<file path="src/rtl/dmem_arb_pkg.sv">
// Shared encodings for the data-memory arbiter: FSM states and master indices.
// No logic here.
package dmem_arb_pkg;

    localparam logic ARB    = 1'b0;
    localparam logic LOCKED = 1'b1;

    localparam logic M_CPU = 1'b0;
    localparam logic M_DBG = 1'b1;

endpackage

</file>
<file path="src/rtl/dmem_arb_pick.sv">
// Grant selection for the two dmem masters; purely combinational, zero latency.
// Backpressure: a requester that is not picked simply sees gnt=0 and holds its request.
module dmem_arb_pick
    import dmem_arb_pkg::*;
(
    input  logic [1:0] req,
    input  logic       rr_ptr,
    input  logic       state,
    input  logic       lock_owner,
    output logic [1:0] gnt,
    output logic       winner
);

    always_comb begin
        gnt    = 2'b00;
        winner = M_CPU;
        if (state == LOCKED) begin
            // The locked master is the only candidate; the other one waits.
            winner          = lock_owner;
            gnt[lock_owner] = req[lock_owner];
        end else begin
            if (req == 2'b11)
                winner = rr_ptr;
            else if (req[M_DBG])
                winner = M_DBG;
            else
                winner = M_CPU;
            gnt[winner] = |req;
        end
    end

endmodule

</file>
<file path="src/rtl/dmem_arbiter.sv">
// Two-master single-port dmem arbiter with bounded locked bursts; DMEM_ARB_RR_EN selects round-robin ties, else master 0 wins.
// Latency: grant and write in the request cycle, read data registered one cycle later; losers see gnt=0 and must hold.
module dmem_arbiter
    import dmem_arb_pkg::*;
#(
    parameter int WIDTH     = 32,
    parameter int MAX_BURST = 4,
    parameter int CNT_BITS  = 3
) (
    input  logic             clk,
    input  logic             reset,
    input  logic             m0_req,
    input  logic             m0_we,
    input  logic             m0_lock,
    input  logic [WIDTH-1:0] m0_addr,
    input  logic [WIDTH-1:0] m0_wdata,
    output logic             m0_gnt,
    output logic [WIDTH-1:0] m0_rdata,
    output logic             m0_rvalid,
    input  logic             m1_req,
    input  logic             m1_we,
    input  logic             m1_lock,
    input  logic [WIDTH-1:0] m1_addr,
    input  logic [WIDTH-1:0] m1_wdata,
    output logic             m1_gnt,
    output logic [WIDTH-1:0] m1_rdata,
    output logic             m1_rvalid,
    output logic             mem_we,
    output logic [WIDTH-1:0] mem_addr,
    output logic [WIDTH-1:0] mem_wdata,
    input  logic [WIDTH-1:0] mem_rdata,
    output logic             owner
);

    logic                state;
    logic                lock_owner;
    logic [CNT_BITS-1:0] burst_cnt;
    logic                rr_ptr;
    logic [1:0]          req;
    logic [1:0]          gnt;
    logic                winner;
    logic                any_gnt;
    logic                win_lock;
    logic                burst_full;

    // A locked master that has used up its beats is masked here so the picker
    // only ever sees "no request" and the FSM falls back to ARB.
    assign burst_full = (state == LOCKED) && (burst_cnt >= CNT_BITS'(MAX_BURST));
    assign req        = (reset || burst_full) ? 2'b00 : {m1_req, m0_req};

    dmem_arb_pick u_pick (
        .req        (req),
        .rr_ptr     (rr_ptr),
        .state      (state),
        .lock_owner (lock_owner),
        .gnt        (gnt),
        .winner     (winner)
    );

    assign any_gnt  = |gnt;
    assign win_lock = winner ? m1_lock : m0_lock;
    assign m0_gnt   = gnt[M_CPU];
    assign m1_gnt   = gnt[M_DBG];
    assign owner    = gnt[M_DBG];

    assign mem_we    = gnt[M_DBG] ? m1_we    : (gnt[M_CPU] & m0_we);
    assign mem_addr  = gnt[M_DBG] ? m1_addr  : m0_addr;
    assign mem_wdata = gnt[M_DBG] ? m1_wdata : m0_wdata;

    always_ff @(posedge clk) begin
        if (reset) begin
            state      <= ARB;
            lock_owner <= M_CPU;
            burst_cnt  <= '0;
        end else if (state == ARB) begin
            if (any_gnt && win_lock) begin
                state      <= LOCKED;
                lock_owner <= winner;
                burst_cnt  <= CNT_BITS'(1);
            end
        end else begin
            if (any_gnt && win_lock) begin
                burst_cnt <= burst_cnt + CNT_BITS'(1);
            end else begin
                state     <= ARB;
                burst_cnt <= '0;
            end
        end
    end

`ifdef DMEM_ARB_RR_EN
    // Every exit from LOCKED (early unlock, idle owner, forced release) hands the tie to the other master.
    always_ff @(posedge clk) begin
        if (reset)
            rr_ptr <= M_CPU;
        else if (state == LOCKED)
            rr_ptr <= ~lock_owner;
        else if (any_gnt)
            rr_ptr <= ~winner;
    end
`else
    assign rr_ptr = M_CPU;
`endif

    always_ff @(posedge clk) begin
        if (reset) begin
            m0_rvalid <= 1'b0;
            m1_rvalid <= 1'b0;
            m0_rdata  <= '0;
            m1_rdata  <= '0;
        end else begin
            m0_rvalid <= gnt[M_CPU] & ~m0_we;
            m1_rvalid <= gnt[M_DBG] & ~m1_we;
            if (gnt[M_CPU] && !m0_we)
                m0_rdata <= mem_rdata;
            if (gnt[M_DBG] && !m1_we)
                m1_rdata <= mem_rdata;
        end
    end

endmodule

</file>
<file path="config.mk">
export PLATFORM = sky130hd
export DESIGN_NAME = dmem_arbiter
export DESIGN_NICKNAME = d
export VERILOG_FILES = /design/src/rtl/dmem_arb_pkg.sv /design/src/rtl/dmem_arb_pick.sv /design/src/rtl/dmem_arbiter.sv
export SDC_FILE = /design/constraint.sdc
export NUM_CORES = 1
export LEC_CHECK = 0
export ABC_AREA = 1
export CAP_MARGIN = 15
export CORE_AREA = 2 2 118 120
export CTS_CLUSTER_DIAMETER = 80
export DETAILED_ROUTE_END_ITERATION = 12
export DIE_AREA = 0 0 120 122
export DONT_BUFFER_PORTS = 1
export HOLD_SLACK_MARGIN = 0.08
export SYNTH_ARGS = -nofsm -noshare
export SYNTH_HDL_FRONTEND = slang
export SYNTH_SLANG_ARGS = --single-unit
</file>
<file path="constraint.sdc">
create_clock -name clk -period 3 [get_ports clk]
set_input_delay 0.6 -clock clk [delete_from_list [all_inputs] [get_ports clk]]
set_output_delay 0.6 -clock clk [all_outputs]
set_load 0.02 [all_outputs]
</file>
==> results.cfg <==
[sta]
finalHoldViolations = 0
setup-violations-final = 0
rsz0062_at_grt = no
period_share_pct = 88.6
fin_ws_ns = 0.343
clock_skew_ns = 0.00664
fmax_mhz = 376
slew_headroom_pct = 63.8
min_period_ns = 2.66
worst_slew_pin_slew_ns = 0.543
fin_setup_tns_ns = 0
slew_violations = 0

[pwr]
switching_share_pct = 29.0
seq_power_share_pct = 41.7
p_clk_share_pct = 43.1
combPwrFrac_pct = 15.2
p_switching_uw = 728
fin_total_pwr_mw = 2.51
vdd_ir_drop_max_mv = 0.308
internal_power_mw = 1.79
p_per_area_mw_per_mm2 = 590
p_leak_nw = 1.92

[cts]
clock_latency_ns = 0.32
cts_resized = 0
post-cts-setup-buffers = 0
ctsHoldBuffers = 0
cts_root_buffer = clkbuf_16
clkSinkCount = 71
cts_tree = done
cts.path.max_buffers = 2
clk_pin_slew_worst_paths_ns = 0.06
cts_buffers = 9
htree_levels = 3

[placement]
hpwl_mm = 10.4
gp_congestion = 0.762
dpl_cell_area_mm2 = 0.00392
io_buffers = 0
dpl_worst_slack_ns = 0.675

[global_routing]
antenna_found_initial = 0
grt_pass1_vias = 2882
overflow = 0
grt_max_degree = 67
grt_usage_pct = 17.0
grt_first_pass_wirelength_mm = 18.6

[floorplan]
die_area_mm2 = 0.0146
io_pins = 302
row_count = 43
core_mm2 = 0.0135
initial_core_util_pct = 26.8
die_x_um = 120
die_h_um = 122

[yosys]
synth_area_leaders = dfxtp_1 (39%), nand2_1 (25%), nor2_1 (7.2%)
ys_types = 25
ys_ff_latch = 71
synth_top_area_cell = dfxtp_1
synthDominantCellAreaShare_pct = 39.2
ys_seq_area_share_pct = 39.2
yosys_warnings = 0
syn_nets = 713
synthCells = 544
syn_area_mm2 = 0.00362
synth.avg_cell_area_um2 = 6.66

[setup_path]
critical_path.max_stage_delay_ns = 0.53
r2r-end = m1_rdata[4]
path_common_cell = nand2_1
r2r_setup_slack_ns = 0.79
r2r_cells = 9
cp.arrival_ns = 2.06
crit_path_max_fanout = 52
start_kind = register
path_cells = nand2_2 > nand2_1 > nand2_2 > inv_2 > buf_12 > nand2_1 > nand2_1
path_class = reg -> out
crit_slowest_cell = dfxtp_1
cp.required_ns = 2.40
worst_setup_path_end_kind = output port
r2r_start = state

[layout]
final_cell_area_mm2 = 0.00426
area_delta_synth_final_pct = 17.5
fillCellCount = 1470
drive_gt1_share_pct = 18.7
multi_input_area_mm2 = 0.00191
final_common_cell = nand2_1
seq_area_mm2 = 0.00142
final_cell_mix = nand2_1 (241), dfxtp_1 (71), nor2_1 (69)
fin_nets = 709

[detailed_routing]
drt_iter0_drc = 277
drc = 0
dr.pass1.iters = 5
wirelength_mm = 13.5
viasPerCell = 4.58
route.vias.total = 3323
drt-wirelength-per-cell_um = 18.6
ant_nets = 0

[worst_hold_path]
min_path_type = in -> reg
worstHoldEndpoint = m1_rdata[10]
worstHoldStart = reset
worstHoldPathCells = 1

[job]
drv_cap = 0

[status]
outcome = finished, final reports clean
[synth_stat cells (all sizes together)]
cell	number
a21oi	38
buf	26
clkbuf	10
clkinv	2
dfxtp	71
ha	1
inv	11
nand2	273
nand3	5
nand3b	1
nand4	1
nor2	71
o21a	1
o21ai	32
or2	1
[cell type report]
cell class / count / share of cell area, %
inverter: 13 / 1.38
multi-input combinational: 424 / 44.9
antenna: 1 / 0.0588
clock buffer: 11 / 5.94
tap: 180 / 5.29
sequential: 71 / 33.4
timing repair buffer: 21 / 7.70
clock inverter: 5 / 1.32
[power by group through the flow]
stage / sequential [mW] / clock [mW] / combinational (mW)
floorplan: 1.06 / 0 / 0.287
global placement: 1.07 / 0 / 0.377
detailed placement: 1.07 / 0 / 0.382
CTS: 1.05 / 1.11 / 0.382
global route: 1.05 / 1.15 / 0.418
finish: 1.05 / 1.08 / 0.381
[critical path: cells and delay by family (launching register included)]
family / cells / cell delay (ns)
AND/OR/NAND/NOR: 5 / 0.67
flip-flops: 1 / 0.53
buffers and inverters: 2 / 0.51
[how the worst max path moves through the flow]
| stage | from | end | slack (ns) | cells after the start |
|---|---|---|---|---|
| floorplan | reset | mem_wdata[10] | 0.68 | 9 |
| global placement | m0_req | mem_wdata[3] | 0.68 | 8 |
| detailed placement | m0_req | mem_wdata[3] | 0.68 | 8 |
| CTS | state | mem_wdata[3] | 0.35 | 7 |
| global route | state | mem_wdata[3] | 0.18 | 7 |
| finish | state | mem_wdata[3] | 0.34 | 7 |
[stage by stage]
step / hold WS [ns] / cells / utilization [%]
after global placement: 0.476 / 708 / 29.0
final: 0.339 / 726 / 31.5
after detailed placement: 0.484 / 708 / 29.0
after floorplan: 0.465 / 544 / -
after global routing: 0.318 / 725 / 31.5
after CTS: 0.321 / 724 / 31.3
[metal layers]
metal	track usage [%]	routed length, µm
met1	22.0	5630
met2	27.0	6390
met3	7.16	1410
met4	2.94	70
met5	0	0
[kinds of logic after synthesis]
kind of cell | count (synthesis) | synth area share [%]
simple gates | 352 | 39.7
fa+ha+maj | 1 | 0.345
compound gates | 71 | 12.8
flops | 71 | 39.2
buf+inv | 49 | 7.98
[registers in the layout, summed over array words and instances, names as in the netlist]
signal and flops:
state 1, m0_rdata 32, m0_rvalid 1, burst_cnt 3, m1_rvalid 1, m1_rdata 32, lock_owner 1
(Power assumes the default switching activity.)
==> patch 1, RTL diff (config.mk and constraints unchanged) <==
The parameter `WIDTH` goes from 32 to 40.
--- a/src/rtl/dmem_arbiter.sv
+++ b/src/rtl/dmem_arbiter.sv
@@ -3,7 +3,7 @@
 module dmem_arbiter
     import dmem_arb_pkg::*;
 #(
-    parameter int WIDTH     = 32,
+    parameter int WIDTH     = 40,
     parameter int MAX_BURST = 4,
     parameter int CNT_BITS  = 3
 ) (
Interface: changed (9 resized); port bits go from 302 to 374. No check against the original RTL was run, so the function may have changed too.
==> patch 1 against the original RTL <==
Area after synthesis rose by 20%; clock power is 8% higher; power is 16% higher; design area is 11% higher; worst setup slack got worse by 0.068 ns; sequential cell count up 16; routed wire length is 33% higher; via count increased by 26%; largest cell class unchanged; largest power group is now registers.
==> patch 1: results (changes against the original RTL) <==
outcome=finished clean; first-iteration detailed-routing DRC count=360 (+30%); reg2reg setup slack=0.74 ns (-0.05 ns); gate family responsible for the most delay along the worst path=flip-flops; WHS Endpoint=burst_cnt[1]$_SDFFE_PP0P_; part of the Yosys area used for sequential elements=40.2% (+0.99 points); highest net fanout along the worst path=39 (-25%); IR drop worst, VDD=0.440 mV (+43%); vias in the first global route=3756 (+30%); number of antenna violations at the first check in global routing=7 (+7); number of nets in the final layout=851 (+20%); largest clock skew in the final design=0.00572 ns (-0.000924 ns); Arrival @ worst endpoint=2.13 ns (+0.07 ns); maximum frequency from static timing analysis=0.367 GHz (-2.5%); static leakage=2.37 nW (+23%); DR WL/cell=21.5 um (+16%); number of instances in the placed design=811 (+15%); library cells used by synthesis=26 (+4.0%); endpoint of the worst-slack reg-to-reg timing path=m1_rdata[33]$_SDFFE_PP0P_; hold slack final=0.331 ns (-0.00786 ns); synthesis-to-layout area growth=8.67%; HPWL after DPL=14000 um (+35%); area after detailed placement=4380 um2 (+12%); layout cells sized above 1=7.26% (-11 points); detailed-route wire length=17900 um (+33%); nets in the synthesized netlist=870 (+22%); endpoint of the worst setup timing path=mem_we; cell types with the highest counts after synthesis=sky130_fd_sc_hd__nand2_1 (248), sky130_fd_sc_hd__nor2_1 (161), sky130_fd_sc_hd__dfxtp_1 (87), sky130_fd_sc_hd__o21ai_0 (68), sky130_fd_sc_hd__buf_6 (18); GRT Resource Usage Total=22.7% (+5.7 points); actual transition at the worst max-transition pin=0.737 ns (+0.194 ns); largest cells by area after synthesis=sky130_fd_sc_hd__dfxtp_1 (40%), sky130_fd_sc_hd__nand2_1 (22%), sky130_fd_sc_hd__nor2_1 (14%), sky130_fd_sc_hd__o21ai_0 (7.9%), sky130_fd_sc_hd__buf_6 (4.7%)
[patch 1: cell types whose count changed after synthesis, sizes merged]
cell    before  now
o21ai       32   82
clkbuf      10    7
nor2        71  165
buf         26   37
dfxtp       71   87
nor3b        0    1
nand4        1    0
nand2      273  255
clkinv       2    0
or2          1    0
a21oi       38    5
inv         11   14
[patch 1: cell families after synthesis]
kind of cell	synth area share [%]
AO/OA/AOI/OAI	10.2
adder cells (fa/ha/maj)	0.289
flip-flops	40.2
buffers and inverters	9.77
AND/OR/NAND/NOR	39.5
[patch 1: worst reg2reg max path: cells and delay by family, from the launching register on]
family / cells / cell delay [ns]
AND/OR/NAND/NOR: 7 / 0.71
buffers and inverters: 2 / 0.97
flip-flops: 1 / 0.52
[patch 1: per-layer routing]
metal | track usage, % | up-vias | share of wire, %
met1 | 28.3 | 1856 | 40
met5 | 0 | - | 0.19
met2 | 34.0 | 295 | 45
met4 | 7.79 | 6 | 1.3
li1 | - | 2002 | -
met3 | 11.5 | 24 | 14
[patch 1: cell type report]
cell class | instances | share of cell area, %
clock buffer | 10 | 4.87
multi-input combinational | 516 | 46.0
antenna | 4 | 0.213
tap | 180 | 4.79
clock inverter | 6 | 1.78
inverter | 14 | 1.22
timing repair buffer | 14 | 4.10
sequential | 87 | 37.0
[patch 1: power breakdown]
| part | internal [W] | total, W | switching, W |
|---|---|---|---|
| sequential | 0.00121 | 0.00131 | 0.000101 |
| combinational | 0.000110 | 0.000438 | 0.000328 |
| clock | 0.000728 | 0.00117 | 0.000442 |
| total | 0.00205 | 0.00292 | 0.000872 |
==> patch 2, RTL diff (config.mk and constraints unchanged) <==
Made on the original files. Build with the macro `DMEM_ARB_RR_EN` defined.
--- a/src/rtl/dmem_arbiter.sv
+++ b/src/rtl/dmem_arbiter.sv
@@ -1,5 +1,7 @@
 // Two-master single-port dmem arbiter with bounded locked bursts; DMEM_ARB_RR_EN selects round-robin ties, else master 0 wins.
 // Latency: grant and write in the request cycle, read data registered one cycle later; losers see gnt=0 and must hold.
+`define DMEM_ARB_RR_EN
+
 module dmem_arbiter
     import dmem_arb_pkg::*;
 #(
Check against the original RTL: not equivalent (a bounded check fails within 4 cycles, from zero or initial values and one cycle with reset high).
==> patch 2 against the original RTL <==
Sequential cell count up 1; worst setup slack better by 0.012 ns; routed wire length up 0.75%; critical path depth up 1; largest power group is now registers; power up 14%; combinational power up 56%; design area down 8.3%; area after synthesis down 4.9%.
==> patch 2: results (changes against the original RTL) <==
Routed met2 length=6670 um (+4.4%); wire length of the first global-routing pass=19100 um (+2.8%); outcome=finished clean; Max Buffers Root-to-Sink=2 (unchanged); largest clock skew in the final design=0.00484 ns (-0.00181 ns); part of the Yosys area used for sequential elements=41.9% (+2.6 points); layout cells sized above 1=7.28% (-11 points); routed metal-1 wirelength=4710 um (-16%); static leakage=1.92 nW (about the same); GRT Resource Usage Total=17.6% (+0.51 points); endpoint of the worst-slack reg-to-reg timing path=m1_rdata[11]$_SDFFE_PP0P_; nets in the synthesized netlist=710 (-0.42%); uppermost signal routing layer after detailed routing=met5; crit-path max cell delay=0.50 ns (-0.03 ns); largest cells by area after synthesis=sky130_fd_sc_hd__dfxtp_1 (42%), sky130_fd_sc_hd__nand2_1 (22%), sky130_fd_sc_hd__nor2_1 (14%), sky130_fd_sc_hd__o21ai_0 (7.4%), sky130_fd_sc_hd__buf_2 (2.6%); logic depth of the worst register-to-register path=11 (+2); Via density=4.65 (+1.6%); cell types with the highest counts after synthesis=sky130_fd_sc_hd__nand2_1 (204), sky130_fd_sc_hd__nor2_1 (131), sky130_fd_sc_hd__dfxtp_1 (72), sky130_fd_sc_hd__o21ai_0 (51), sky130_fd_sc_hd__buf_2 (18); Gate Count Post-Synth=541 (-0.55%); reg2reg start=state$_SDFF_PP0_; net switching power of the design=0.00102 W (+41%); Routability Congestion=0.751 (-1.5%); Worst Setup Slack post-DPL=0.644 ns (-0.0310 ns); pin count of the biggest net entering global routing=65 (-3.0%); WHS Endpoint=burst_cnt[1]$_SDFFE_PP0P_; final instance count without filler cells=717 (-1.2%); library cells used by synthesis=27 (+8.0%); detailed-route wire length=13600 um (+0.75%); hold slack final=0.339 ns (+0.000344 ns); highest net fanout along the worst path=64 (+23%); vias in the first global route=3110 (+7.9%); number of nets in the final layout=700 (-1.3%); first-iteration detailed-routing DRC count=196 (-29%); area after detailed placement=3600 um2 (-8.1%); number of fill cells in the layout=1489 (+1.3%); worst slew margin relative to its limit=63.6% (-0.16 points); IR drop worst, VDD=0.313 mV (+1.7%); number of antenna violations at the first check in global routing=3 (+3); reg2reg setup slack=0.86 ns (+0.07 ns); HPWL after DPL=10600 um (+2.3%)
## patch 2: worst max path at each step
| stage | depth (start not counted) | slack [ns] | from | end |
|---|---|---|---|---|
| 2_1_floorplan | 8 | 0.70 | reset | mem_wdata[10] |
| 3_3_place_gp | 9 | 0.66 | reset | mem_we |
| 3_5_place_dp | 9 | 0.64 | reset | mem_we |
| 4_1_cts | 8 | 0.39 | state$_SDFF_PP0_ | mem_addr[16] |
| 5_1_grt | 8 | 0.26 | state$_SDFF_PP0_ | mem_addr[16] |
| 6_report | 8 | 0.35 | state$_SDFF_PP0_ | mem_addr[16] |
## patch 2: cells by family (layout without fill, tap and decap cells)
family,after synthesis,after routing,synth area share (%)
other,0,1,0
adders and majority gates,1,1,0.363
and+or+nand+nor,351,351,39.9
buffers and inverters,45,40,7.12
DFF,72,72,41.9
AOI/OAI and AO/OA,72,72,10.8
## patch 2: routing by layer
layer | track usage [%] | vias to the layer above
met3 | 11.3 | 14
met4 | 4.71 | 4
met2 | 30.0 | 184
met1 | 17.7 | 1465
li1 | - | 1667
met5 | 0 | -
## patch 2: power by group through the flow
stage                     sequential (W)  clock (W)  combinational (W)
after floorplan                  0.00120          0           0.000497
after global placement           0.00123          0           0.000594
after detailed placement         0.00123          0           0.000599
after CTS                        0.00121    0.00108           0.000601
after global routing             0.00122    0.00113           0.000660
final                            0.00121    0.00106           0.000596
## patch 2: cell type report
| type | count | area [um2] | area share [%] |
|---|---|---|---|
| tap | 180 | 225 | 5.77 |
| antenna | 1 | 2.50 | 0.0641 |
| clock buffer | 10 | 229 | 5.87 |
| inverter | 11 | 46.3 | 1.19 |
| multi-input combinational | 424 | 1770 | 45.3 |
| timing repair buffer | 13 | 123 | 3.14 |
| clock inverter | 6 | 68.8 | 1.76 |
| sequential | 72 | 1440 | 36.9 |
